$ cat src/rtl/host_bus_initiator.sv
// host_bus_initiator: host request to strobed 8-bit register bus, word accesses split into even/odd byte cycles.
module host_bus_initiator #(
    parameter int SETUP_CYCLES  = 1,
    parameter int STROBE_CYCLES = 2,
    parameter int HOLD_CYCLES   = 1
) (
    input  logic        clk,
    input  logic        reset_i,
    input  logic        req_valid_i,
    output logic        req_ready_o,
    input  logic        req_rd_nwr_i,
    input  logic [3:0]  req_reg_num_i,
    input  logic        req_byte_i,
    input  logic        req_bytesel_i,
    input  logic [15:0] req_data_i,
    output logic        rsp_valid_o,
    output logic [15:0] rsp_data_o,
    output logic        bus_cs_n_o,
    output logic        bus_rd_nwr_o,
    output logic [3:0]  bus_reg_num_o,
    output logic        bus_bytesel_o,
    output logic [7:0]  bus_data_o,
    output logic        bus_data_oe_o,
    input  logic [7:0]  bus_data_i
);
    typedef enum logic [1:0] {IDLE, SETUP, STROBE, HOLD} state_t;
    localparam logic [3:0] SETUP_END  = 4'(SETUP_CYCLES - 1);
    localparam logic [3:0] STROBE_END = 4'(STROBE_CYCLES - 1);
    localparam logic [3:0] HOLD_END   = 4'(HOLD_CYCLES - 1);
    state_t      state;
    logic        phase;
    logic [3:0]  cnt;
    logic        lat_rd;
    logic        lat_byte;
    logic [7:0]  lat_lo;
    logic [15:0] rd_buf;
    assign req_ready_o = state == IDLE;
    always_ff @(posedge clk) begin
        if (reset_i) begin
            state         <= IDLE;
            phase         <= 1'b0;
            cnt           <= 4'd0;
            lat_rd        <= 1'b1;
            lat_byte      <= 1'b0;
            lat_lo        <= 8'd0;
            rd_buf        <= 16'd0;
            bus_cs_n_o    <= 1'b1;
            bus_rd_nwr_o  <= 1'b1;
            bus_reg_num_o <= 4'd0;
            bus_bytesel_o <= 1'b0;
            bus_data_o    <= 8'd0;
            bus_data_oe_o <= 1'b0;
            rsp_valid_o   <= 1'b0;
            rsp_data_o    <= 16'd0;
        end else begin
            rsp_valid_o <= 1'b0;
            case (state)
                IDLE: if (req_valid_i) begin
                    state         <= SETUP;
                    cnt           <= 4'd0;
                    phase         <= 1'b0;
                    lat_rd        <= req_rd_nwr_i;
                    lat_byte      <= req_byte_i;
                    lat_lo        <= req_data_i[7:0];
                    bus_rd_nwr_o  <= req_rd_nwr_i;
                    bus_reg_num_o <= req_reg_num_i;
                    bus_bytesel_o <= req_byte_i & req_bytesel_i;
                    bus_data_o    <= req_byte_i ? req_data_i[7:0] : req_data_i[15:8];
                    bus_data_oe_o <= ~req_rd_nwr_i;
                end
                SETUP: if (cnt == SETUP_END) begin
                    state      <= STROBE;
                    cnt        <= 4'd0;
                    bus_cs_n_o <= 1'b0;
                end else cnt <= cnt + 4'd1;
                STROBE: if (cnt == STROBE_END) begin
                    state      <= HOLD;
                    cnt        <= 4'd0;
                    bus_cs_n_o <= 1'b1;
                    if (phase | lat_byte) rd_buf[7:0] <= bus_data_i;
                    else rd_buf[15:8] <= bus_data_i;
                end else cnt <= cnt + 4'd1;
                HOLD: if (cnt == HOLD_END) begin
                    cnt <= 4'd0;
                    // word: even byte done, rerun the byte cycle for the odd lane
                    if (!lat_byte && !phase) begin
                        phase         <= 1'b1;
                        state         <= SETUP;
                        bus_bytesel_o <= 1'b1;
                        bus_data_o    <= lat_lo;
                    end else begin
                        state         <= IDLE;
                        phase         <= 1'b0;
                        rsp_valid_o   <= 1'b1;
                        bus_rd_nwr_o  <= 1'b1;
                        bus_data_oe_o <= 1'b0;
                        if (lat_rd) rsp_data_o <= lat_byte ? {8'h00, rd_buf[7:0]} : rd_buf;
                    end
                end else cnt <= cnt + 4'd1;
                default: state <= IDLE;
            endcase
        end
    end
endmodule

$ cat config.mk
export PLATFORM = sky130hd
export DESIGN_NAME = host_bus_initiator
export DESIGN_NICKNAME = d
export VERILOG_FILES = /design/src/rtl/host_bus_initiator.sv
export SDC_FILE = /design/constraint.sdc
export NUM_CORES = 1
export LEC_CHECK = 0
export ABC_AREA = 1
export BUFFER_PORTS_ARGS = -buffer_cell sky130_fd_sc_hd__buf_4
export CAP_MARGIN = 20
export CORE_ASPECT_RATIO = 1.75
export CORE_MARGIN = 4
export CORE_UTILIZATION = 50
export CTS_BUF_LIST = sky130_fd_sc_hd__clkbuf_4
export CTS_CLUSTER_SIZE = 8
export DETAILED_ROUTE_END_ITERATION = 12
export PLACE_DENSITY = 0.86
export RECOVER_POWER = 50
export SKIP_LAST_GASP = 1
export SYNTH_ARGS = -nofsm -noshare
export SYNTH_HDL_FRONTEND = slang
export SYNTH_SLANG_ARGS = --single-unit
$ cat constraint.sdc
create_clock -name clk -period 1.5 [get_ports clk]
set_input_delay 0.3 -clock clk [delete_from_list [all_inputs] [get_ports clk]]
set_output_delay 0.3 -clock clk [all_outputs]
set_load 0.02 [all_outputs]
==> flow_summary_export.csv, run 1 <==
group,metric,value,unit
synth,yosys_warnings,0,
die,dieHeight,109,um
pwr,p_seq_frac,0.368,
cts,clk_pin_slew,0.12,ns
cts,cts_tree,"done",
cts,cts-buffers-inserted,9,
job,maxCapViolations,0,
timing,finClkSkew,0.0205,ns
pwr,ir_drop,0.000855,V
global_route,grt.overflow.total,0,
routing,drt_iter0_drc,220,
global_route,top_usage_layer,"met2",
placed_design,port_buffers,67,
synth,ys.flop_type,"dfxtp_1",
global_route,grt_first_pass_wirelength,12000,um
layout,layout.nets,540,
timing,rsz0062_at_grt,"yes",
synth,synth_nets,452,
placed_design,place_congestion,0.842,
layout,drive_above_1_share,0.266,
critical_path,critPathLaunchType,"flip-flop",
pwr,power.density,1600,nW/um2
cts,clock_tree.root_cell,"clkbuf_4",
die,die_x,65.6,um
global_route,antenna_found_initial,0,
die,core-area,5590,um2
placed_design,dp_cells,554,
outcome,status,"completed",
timing,fmax,678,MHz
timing,post-route-period-util,0.983,
synth,synthArstFlopShare,0,
synth,ys_seq_elements,66,
routing,viasPerCell,5.00,
hold_path,min_path_type,"primary input to flip-flop",
routing,ant_nets,0,
synth,yosysSeqAreaShare,0.456,
cts,htree_levels,3,
timing,tightest_slew,0.269,ns
synth,netlist_area,2900,um2
routing,vias,2899,
cts,cts_buffer_depth,2,
pwr,p_leak,0.00185,uW
critical_path,worstPathArrival,1.86,ns
cts,clock_latency,0.45,ns
cts,hold_buffers,0,
global_route,grt_use_total,0.220,
synth,post_synth.cell_area_avg,7.06,um2
timing,setup_viol,0,
timing,slew_violations,0,
cts,cts_num_sinks,66,
critical_path,crit_path_max_fanout,8,
timing,final_hold_viol_count,0,
routing,wl_per_cell,13.1,um
global_route,use_met1,0.224,
pwr,combPwrFrac,0.439,
synth,yosys.area.top_type,"dfxtp_1",
pwr,intPower,3700,uW
timing,max_slew_margin,0.820,
synth,synth_edf_count,0,
placed_design,dp_hpwl,5130,um
global_route,grtUsageMet2,0.385,
synth,synth.top_cell.area_share,0.456,
pwr,p_sw,2450,uW
global_route,grt_max_degree,50,
synth,yosysUniqueCellTypes,28,
routing,drt_pass1_iterations,4,
die,fp-row-count,36,
global_route,grt_pass1_vias,2758,
global_route,met3_usage,0.0464,
die,fp.dieArea,7130,um2
timing,tns,0,ns
layout,area_delta_synth_final,32.9,%
pwr,clkPwrFrac,0.193,
routing,drc,0,
layout,num_antenna_cells,0,
timing,layout_min_cycle_time,1.47,ns
pwr,switching_share,0.399,
die,top_level_ports,68,
critical_path,crit_type,"flip-flop to flip-flop",
critical_path,critPathCaptureType,"flip-flop",
routing,wl,7580,um
critical_path,required,1.88,ns
synth,synth.area.top_cells,"dfxtp_1, nor2_1, nand2_1",
synth,syn_inst,411,
die,initial_core_util,0.519,
layout,fin_cells,580,
[Yosys cell counts (2+ instances only)]
| library cell | instances |
|---|---|
| clkinv_1 | 2 |
| nor2_1 | 121 |
| nor2_4 | 3 |
| buf_2 | 3 |
| nand3_1 | 9 |
| a31oi_1 | 7 |
| buf_4 | 2 |
| nor2_2 | 2 |
| nand2_1 | 86 |
| o21ai_0 | 40 |
| inv_1 | 28 |
| nand2_2 | 3 |
| ha_1 | 7 |
| clkbuf_1 | 5 |
| buf_6 | 3 |
| inv_2 | 4 |
| a21oi_1 | 10 |
| dfxtp_1 | 66 |
[cell families after synthesis]
| group | count (synthesis) | synth area share |
|---|---|---|
| AOI/OAI and AO/OA | 59 | 0.107 |
| xor gates and xnor gates | 1 | 0.00302 |
| adders and majority gates | 7 | 0.0302 |
| buffers and inverters | 48 | 0.0738 |
| DFF | 66 | 0.456 |
| and+or+nand+nor | 230 | 0.330 |
[layout make-up]
class                   count  area (um2)
fillers                   474        1730
inverters                  34         138
well taps                  76        95.1
flip-flops and latches     66        1330
repair buffers             90         711
clock buffers               9        67.6
clock inverters             7        67.6
multi-input cells         298        1450
[flip-flops by register name (all words and copies together), names as in the netlist, 2 cells and up]
register / count
bus_reg_num_o: 4
lat_lo: 8
state: 2
bus_data_o: 8
rd_buf: 16
cnt: 4
rsp_data_o: 16
[per-stage QoR]
stage	area, um2	total power [uW]	hold slack, ns	utilization	worst slack, ns
6_report	3850	6160	0.0710	0.690	0.0251
5_1_grt	3850	6580	0.0762	0.690	-0.0354
4_1_cts	3710	5880	0.0471	0.664	-0.0198
3_5_place_dp	3530	4580	0.452	0.632	0.00315
3_3_place_gp	3530	4510	0.442	0.632	0.0705
2_1_floorplan	2900	3830	0.369	-	0.0302
[routing by layer]
layer | vias up | wire length (um) | share of wire
li1 | 1465 | - | -
met3 | 27 | 354 | 0.047
met2 | 93 | 4080 | 0.54
met1 | 1314 | 2760 | 0.36
met4 | 0 | 383 | 0.051
met5 | - | 0 | 0
[cells in the final DEF, fill, tap and decap left out]
cell / netlist / final
dfxtp_1: 66 / 62
bufinv_16: 0 / 1
nand3b_4: 1 / 2
a31oi_1: 7 / 7
inv_4: 0 / 1
xnor2_1: 1 / 1
o21ai_0: 40 / 32
ha_2: 0 / 1
o211ai_1: 1 / 1
buf_12: 0 / 1
inv_8: 0 / 1
inv_6: 0 / 1
nand4_1: 1 / 1
o21ai_4: 0 / 1
clkinv_1: 2 / 2
o21ai_1: 0 / 8
buf_6: 3 / 6
inv_1: 28 / 26
nor2_1: 121 / 121
nand2_4: 1 / 1
clkbuf_4: 0 / 9
nor4_1: 1 / 1
nand3_1: 9 / 9
nand3_4: 1 / 2
nand2_1: 86 / 85
nand2_2: 3 / 3
inv_2: 4 / 4
nor2_4: 3 / 4
ha_1: 7 / 4
buf_4: 2 / 83
nor2_2: 2 / 1
clkinv_4: 0 / 1
dfxtp_2: 0 / 4
clkinv_2: 0 / 4
ha_4: 0 / 2
nand2_8: 0 / 1
a21oi_1: 10 / 10
[critical path, cell delays in order (launching register included)]
cell,delay (ns)
dfxtp_2,0.36
inv_2,0.06
ha_4,0.18
buf_6,0.14
o21ai_4,0.18
buf_6,0.14
nand3b_4,0.14
nand2_1,0.10
nand2_1,0.05
nor2_1,0.07
[power groups by stage]
stage          Sequential [uW]  Clock [uW]  Combinational [uW]
3_5_place_dp              2300           0                2280
5_1_grt                   2300        1280                3000
6_report                  2260        1190                2700
3_3_place_gp              2290           0                2220
4_1_cts                   2260        1210                2420
2_1_floorplan             2490           0                1340
[final timing paths]
check | from | end | slack, ns | cells past startpoint
setup / recovery | state[0] | bus_data_o[7] | 0.03 | 9
hold / removal | bus_data_i[0] | rd_buf[8] | 0.07 | 3
setup reg to reg | state[0] | bus_data_o[7] | 0.03 | 9
hold reg to reg | bus_cs_n_o | bus_cs_n_o | 0.47 | 2
[what timing repair did]
action / in CTS / in global routing
endpoints found under the setup margin: 8 / 36
resized for setup: 7 / 28
buffers inserted: 4 / 6
cloned: 0 / 1
pin swaps: 1 / 5
No activity file was read; power rests on OpenSTA's default activity.
==> run 2: changes to the inputs <==
CAP_MARGIN = 10   (was 20)
CORE_UTILIZATION = 48   (was 50)
CTS_BUF_LIST = default   (was sky130_fd_sc_hd__clkbuf_4)
PLACE_DENSITY = 0.83   (was 0.86)
==> run 2 against run 1 <==
Hold slack improved by 0.10 ns. Die area rose by 3.8%. Via count shrank 2.3%. Critical path depth is 2 lower. Fmax rose by 3.1%. Final cell count down 1.6%. Total power is 4.1% lower. Highest routed layer unchanged.
==> flow_summary_export.csv, run 2 (synthesized netlist as in run 1, its figures left out) <==
group,metric,value,unit
outcome,status,"completed",
layout,num_antenna_cells,0,
critical_path,crit_path_max_fanout,8,
critical_path,crit_type,"flip-flop to flip-flop",
layout,layout.nets,530,
cts,cts_buffer_depth,2,
layout,final_common_cell,"nor2_1",
cts,cts-buffers-inserted,9,
routing,wl,7130,um
timing,fin_hold_ws,0.172,ns
job,maxCapViolations,0,
hold_path,min_from,"reset_i",
cts,clk_pin_slew,0.06,ns
timing,post-route-period-util,0.954,
die,fp.dieArea,7400,um2
timing,max_slew_margin,0.788,
timing,slew_violations,0,
die,dieHeight,111,um
routing,drt_pass1_iterations,4,
pwr,ir_drop,0.000876,V
critical_path,critPathLaunchType,"flip-flop",
layout,drive_above_1_share,0.174,
die,initial_core_util,0.493,
critical_path,critPathCaptureType,"flip-flop",
cts,clock_tree.root_cell,"clkbuf_8",
critical_path,crit_chain,"ha_1, inv_2, nor2_4, nand3_4, buf_4, o21ai_0, nor2_1",
global_route,grt_first_pass_wirelength,11600,um
hold_path,min_path_type,"primary input to flip-flop",
global_route,antenna_found_initial,0,
routing,wl_per_cell,12.5,um
hold_path,whs_path_depth,2,
critical_path,timing.rr.start,"state[0]",
critical_path,reg2regPathDepth,7,
placed_design,port_buffers,67,
global_route,grt_use_total,0.199,
critical_path,r2r_setup_slack,0.07,ns
die,die_x,66.8,um
placed_design,dp_cells,554,
layout,most-common-layout-cells,"nor2_1, nand2_1, dfxtp_1",
die,core-area,5880,um2
routing,vias,2833,
timing,finClkSkew,0.00863,ns
layout,area_delta_synth_final,25.8,%
critical_path,worstPathArrival,1.66,ns
layout,fin_cells,571,
die,top_level_ports,68,
timing,layout_min_cycle_time,1.43,ns
critical_path,max_stage_delay,0.37,ns
routing,drt_iter0_drc,243,
global_route,grt_pass1_vias,2748,
critical_path,r2r_end,"rsp_data_o[0]",
routing,viasPerCell,4.96,
die,fp-row-count,37,
timing,setup_viol,0,
placed_design,dp_hpwl,5100,um
timing,final_hold_viol_count,0,
layout,reg_top3,"rd_buf x16, rsp_data_o x16",
placed_design,place_congestion,0.853,
cts,clock_latency,0.34,ns
critical_path,crit_slowest_cell,"dfxtp_2",
cts,cts_tree,"done",
global_route,grt_max_degree,50,
cts,cts_num_sinks,66,
routing,drc,0,
critical_path,required,1.73,ns
timing,fmax,699,MHz
timing,rsz0062_at_grt,"yes",
pwr,p_leak,0.00168,uW
routing,ant_nets,0,
global_route,grt.overflow.total,0,
hold_path,hold_end,"cnt[1]",
cts,htree_levels,3,
timing,tightest_slew,0.319,ns
pwr,power.density,1620,nW/um2
-- run 2: cell count changes in the layout (fill, tap and decap cells not counted), moves of 3 or more --
cell	before	now
o21ai_1	8	2
clkbuf_4	9	0
o21ai_0	32	38
clkbuf_8	0	11
buf_6	6	0
buf_4	83	45
clkinv_2	4	1
clkbuf_1	0	35
-- run 2: worst max-delay path by stage --
stage             start        endpoint  cells after the start
3_5_place_dp   state[0]   bus_data_o[3]                      6
2_1_floorplan  state[0]   bus_data_o[7]                      8
3_3_place_gp   state[0]   bus_data_o[5]                      7
6_report       state[0]   rsp_data_o[0]                      7
4_1_cts        state[1]     req_ready_o                      3
5_1_grt        state[0]  rsp_data_o[10]                      8
-- run 2: what timing repair did --
item / CTS / global route
buffers inserted: 1 / 0
setup endpoints to repair: 19 / 39
hold endpoints to repair: 0 / 0
gates resized for setup: 3 / 13
pin swaps: 1 / 1
hold buffers: 0 / 0
gates cloned: 0 / 1
-- run 2: per-layer routing --
metal / global-route usage / part of all wire / routed length (um) / up-vias
li1: - / - / - / 1442
met2: 0.351 / 0.53 / 3780 / 85
met4: 0.106 / 0.046 / 327 / 0
met3: 0.0396 / 0.048 / 343 / 29
met1: 0.213 / 0.38 / 2680 / 1277
met5: 0 / 0 / 0 / -
-- run 2: layout make-up --
cell class	count	area (um2)
tap	78	97.6
clock buffer	13	159
inverter	34	130
clock inverter	2	12.5
timing repair buffer	80	502
sequential	66	1330
fill	558	2230
multi-input combinational	298	1420
-- run 2: through the flow --
| stage | setup WS [ns] | utilization | power, uW | TNS, ns | area, um2 |
|---|---|---|---|---|---|
| 2_1_floorplan | 0.0302 | - | 3830 | 0 | 2900 |
| 3_3_place_gp | 0.0102 | 0.601 | 4510 | 0 | 3530 |
| 3_5_place_dp | -0.0561 | 0.601 | 4590 | -0.390 | 3530 |
| 4_1_cts | 0.0142 | 0.633 | 5990 | 0 | 3720 |
| 5_1_grt | -0.0354 | 0.620 | 6360 | -0.126 | 3650 |
| 6_report | 0.0689 | 0.620 | 5910 | 0 | 3650 |
-- run 2: critical path: cells and delay by family (launching register included) --
| family | cells | cell delay (ns) |
|---|---|---|
| flip-flops | 1 | 0.37 |
| AND/OR/NAND/NOR | 3 | 0.34 |
| buffers and inverters | 2 | 0.25 |
| adder cells (fa/ha/maj) | 1 | 0.19 |
| AO/OA/AOI/OAI | 1 | 0.17 |
-- run 2: where the power goes --
part / leakage (uW) / switching [uW] / total, uW / internal, uW
combinational: 0.00105 / 1460 / 2300 / 843
sequential: 0.000540 / 202 / 2280 / 2080
clock: 0.0000855 / 641 / 1320 / 680
total: 0.00168 / 2300 / 5910 / 3600
==> run 3: changes to the inputs <==
RECOVER_POWER = default   (was 50)
==> run 3 against run 2 <==
Critical path type is now flip-flop to output pin. Clock-buffer cell count did not move. Routed wire length rose by 0.76%. Combinational power rose by 7%. Clock skew rose by 0.0027 ns.
==> flow_summary_export.csv, run 3 (synthesized netlist as in run 1, its figures left out) <==
group,metric,value,unit
outcome,status,"completed",
routing,vias,2828,
cts,clock_tree.root_cell,"clkbuf_8",
routing,wl_per_cell,12.6,um
critical_path,crit_path_max_fanout,5,
timing,fmax,698,MHz
critical_path,crit_type,"flip-flop to output pin",
die,die_x,66.8,um
global_route,grt_use_total,0.199,
job,maxCapViolations,0,
cts,clock_latency,0.34,ns
cts,clk_pin_slew,0.06,ns
placed_design,dp_hpwl,5100,um
layout,finalInstanceArea,3770,um2
die,core-area,5880,um2
cts,cts-buffers-inserted,9,
routing,drc,0,
cts,cts_buffer_depth,2,
timing,fin_hold_ws,0.170,ns
critical_path,required,1.20,ns
pwr,totalPowerFinal,6070,uW
critical_path,startpoint,"state[1]",
die,fp.dieArea,7400,um2
layout,area_delta_synth_final,30.0,%
layout,final_common_cell,"nor2_1",
timing,setup_viol,0,
hold_path,min_path_type,"primary input to flip-flop",
critical_path,worstPathArrival,1.13,ns
die,top_level_ports,68,
routing,drt_pass1_iterations,4,
critical_path,timing.rr.start,"state[1]",
layout,drive_above_1_share,0.241,
placed_design,port_buffers,67,
timing,rsz0062_at_grt,"yes",
global_route,grt_max_degree,50,
layout,num_antenna_cells,0,
hold_path,min_from,"reset_i",
global_route,grt_pass1_vias,2748,
layout,reg_top3,"rd_buf x16, rsp_data_o x16",
pwr,power.density,1610,nW/um2
critical_path,critPathLaunchType,"flip-flop",
timing,slew_violations,0,
layout,most-common-layout-cells,"nor2_1, nand2_1, buf_4",
timing,tns,0,ns
die,initial_core_util,0.493,
pwr,p_leak,0.00181,uW
pwr,ir_drop,0.000877,V
timing,layout_min_cycle_time,1.43,ns
timing,max_slew_margin,0.834,
die,fp-row-count,37,
cts,cts_tree,"done",
timing,final_hold_viol_count,0,
global_route,grt.overflow.total,0,
global_route,grt_first_pass_wirelength,11600,um
global_route,antenna_found_initial,0,
placed_design,place_congestion,0.853,
cts,htree_levels,3,
cts,hold_buffers,0,
timing,finClkSkew,0.0113,ns
cts,cts_num_sinks,66,
placed_design,placed_cell_area,3530,um2
timing,post-route-period-util,0.955,
routing,ant_nets,0,
routing,drt_iter0_drc,235,
die,dieHeight,111,um
routing,wl,7180,um
routing,viasPerCell,4.95,
timing,tightest_slew,0.247,ns
layout,layout.nets,530,
critical_path,critPathCaptureType,"output pin",
-- run 3: cell types whose count changed in the layout (fill, tap and decap cells not counted) --
| cell | before | now |
|---|---|---|
| buf_4 | 45 | 78 |
| clkbuf_1 | 35 | 2 |
-- run 3: path summary, 6_finish.rpt --
kind         depth (start not counted)  slack [ns]            end
max                                  3        0.07    req_ready_o
min                                  2        0.17         cnt[1]
max reg2reg                          7        0.07  rsp_data_o[0]
min reg2reg                          2        0.45     bus_cs_n_o
-- run 3: what timing repair did --
action / in CTS / in global routing
pin swaps: 1 / 1
buffers inserted: 1 / 0
gates cloned: 0 / 1
setup endpoints to repair: 19 / 39
gates resized for setup: 3 / 13
-- run 3: power breakdown --
| part | internal, uW | switching (uW) | total (uW) |
|---|---|---|---|
| clock | 680 | 650 | 1330 |
| combinational | 984 | 1470 | 2450 |
| sequential | 2080 | 207 | 2290 |
| total | 3740 | 2320 | 6070 |
-- run 3: area by class of cell --
type	count	area (um2)
Clock inverter	2	12.5
Multi-Input combinational cell	298	1420
Fill cell	527	2110
Inverter	34	130
Tap cell	78	97.6
Sequential cell	66	1330
Clock buffer	13	159
Timing Repair Buffer	80	626
-- run 3: metal layers --
metal	track usage	share of wire
met1	0.213	0.37
met2	0.351	0.54
met3	0.0396	0.050
met4	0.106	0.037
met5	0	0
-- run 3: critical path, cell delays in order (launching register included) --
cell and delay [ns]:
dfxtp_2 0.37, inv_2 0.07, ha_4 0.19, buf_4 0.16
-- run 3: metrics by stage --
step,setup WS [ns],util,instances
final,0.0680,0.641,571
after global routing,-0.0354,0.641,571
after CTS,0.0142,0.633,570
after detailed placement,-0.0561,0.601,554
after global placement,0.0102,0.601,554
after floorplan,0.0302,-,411
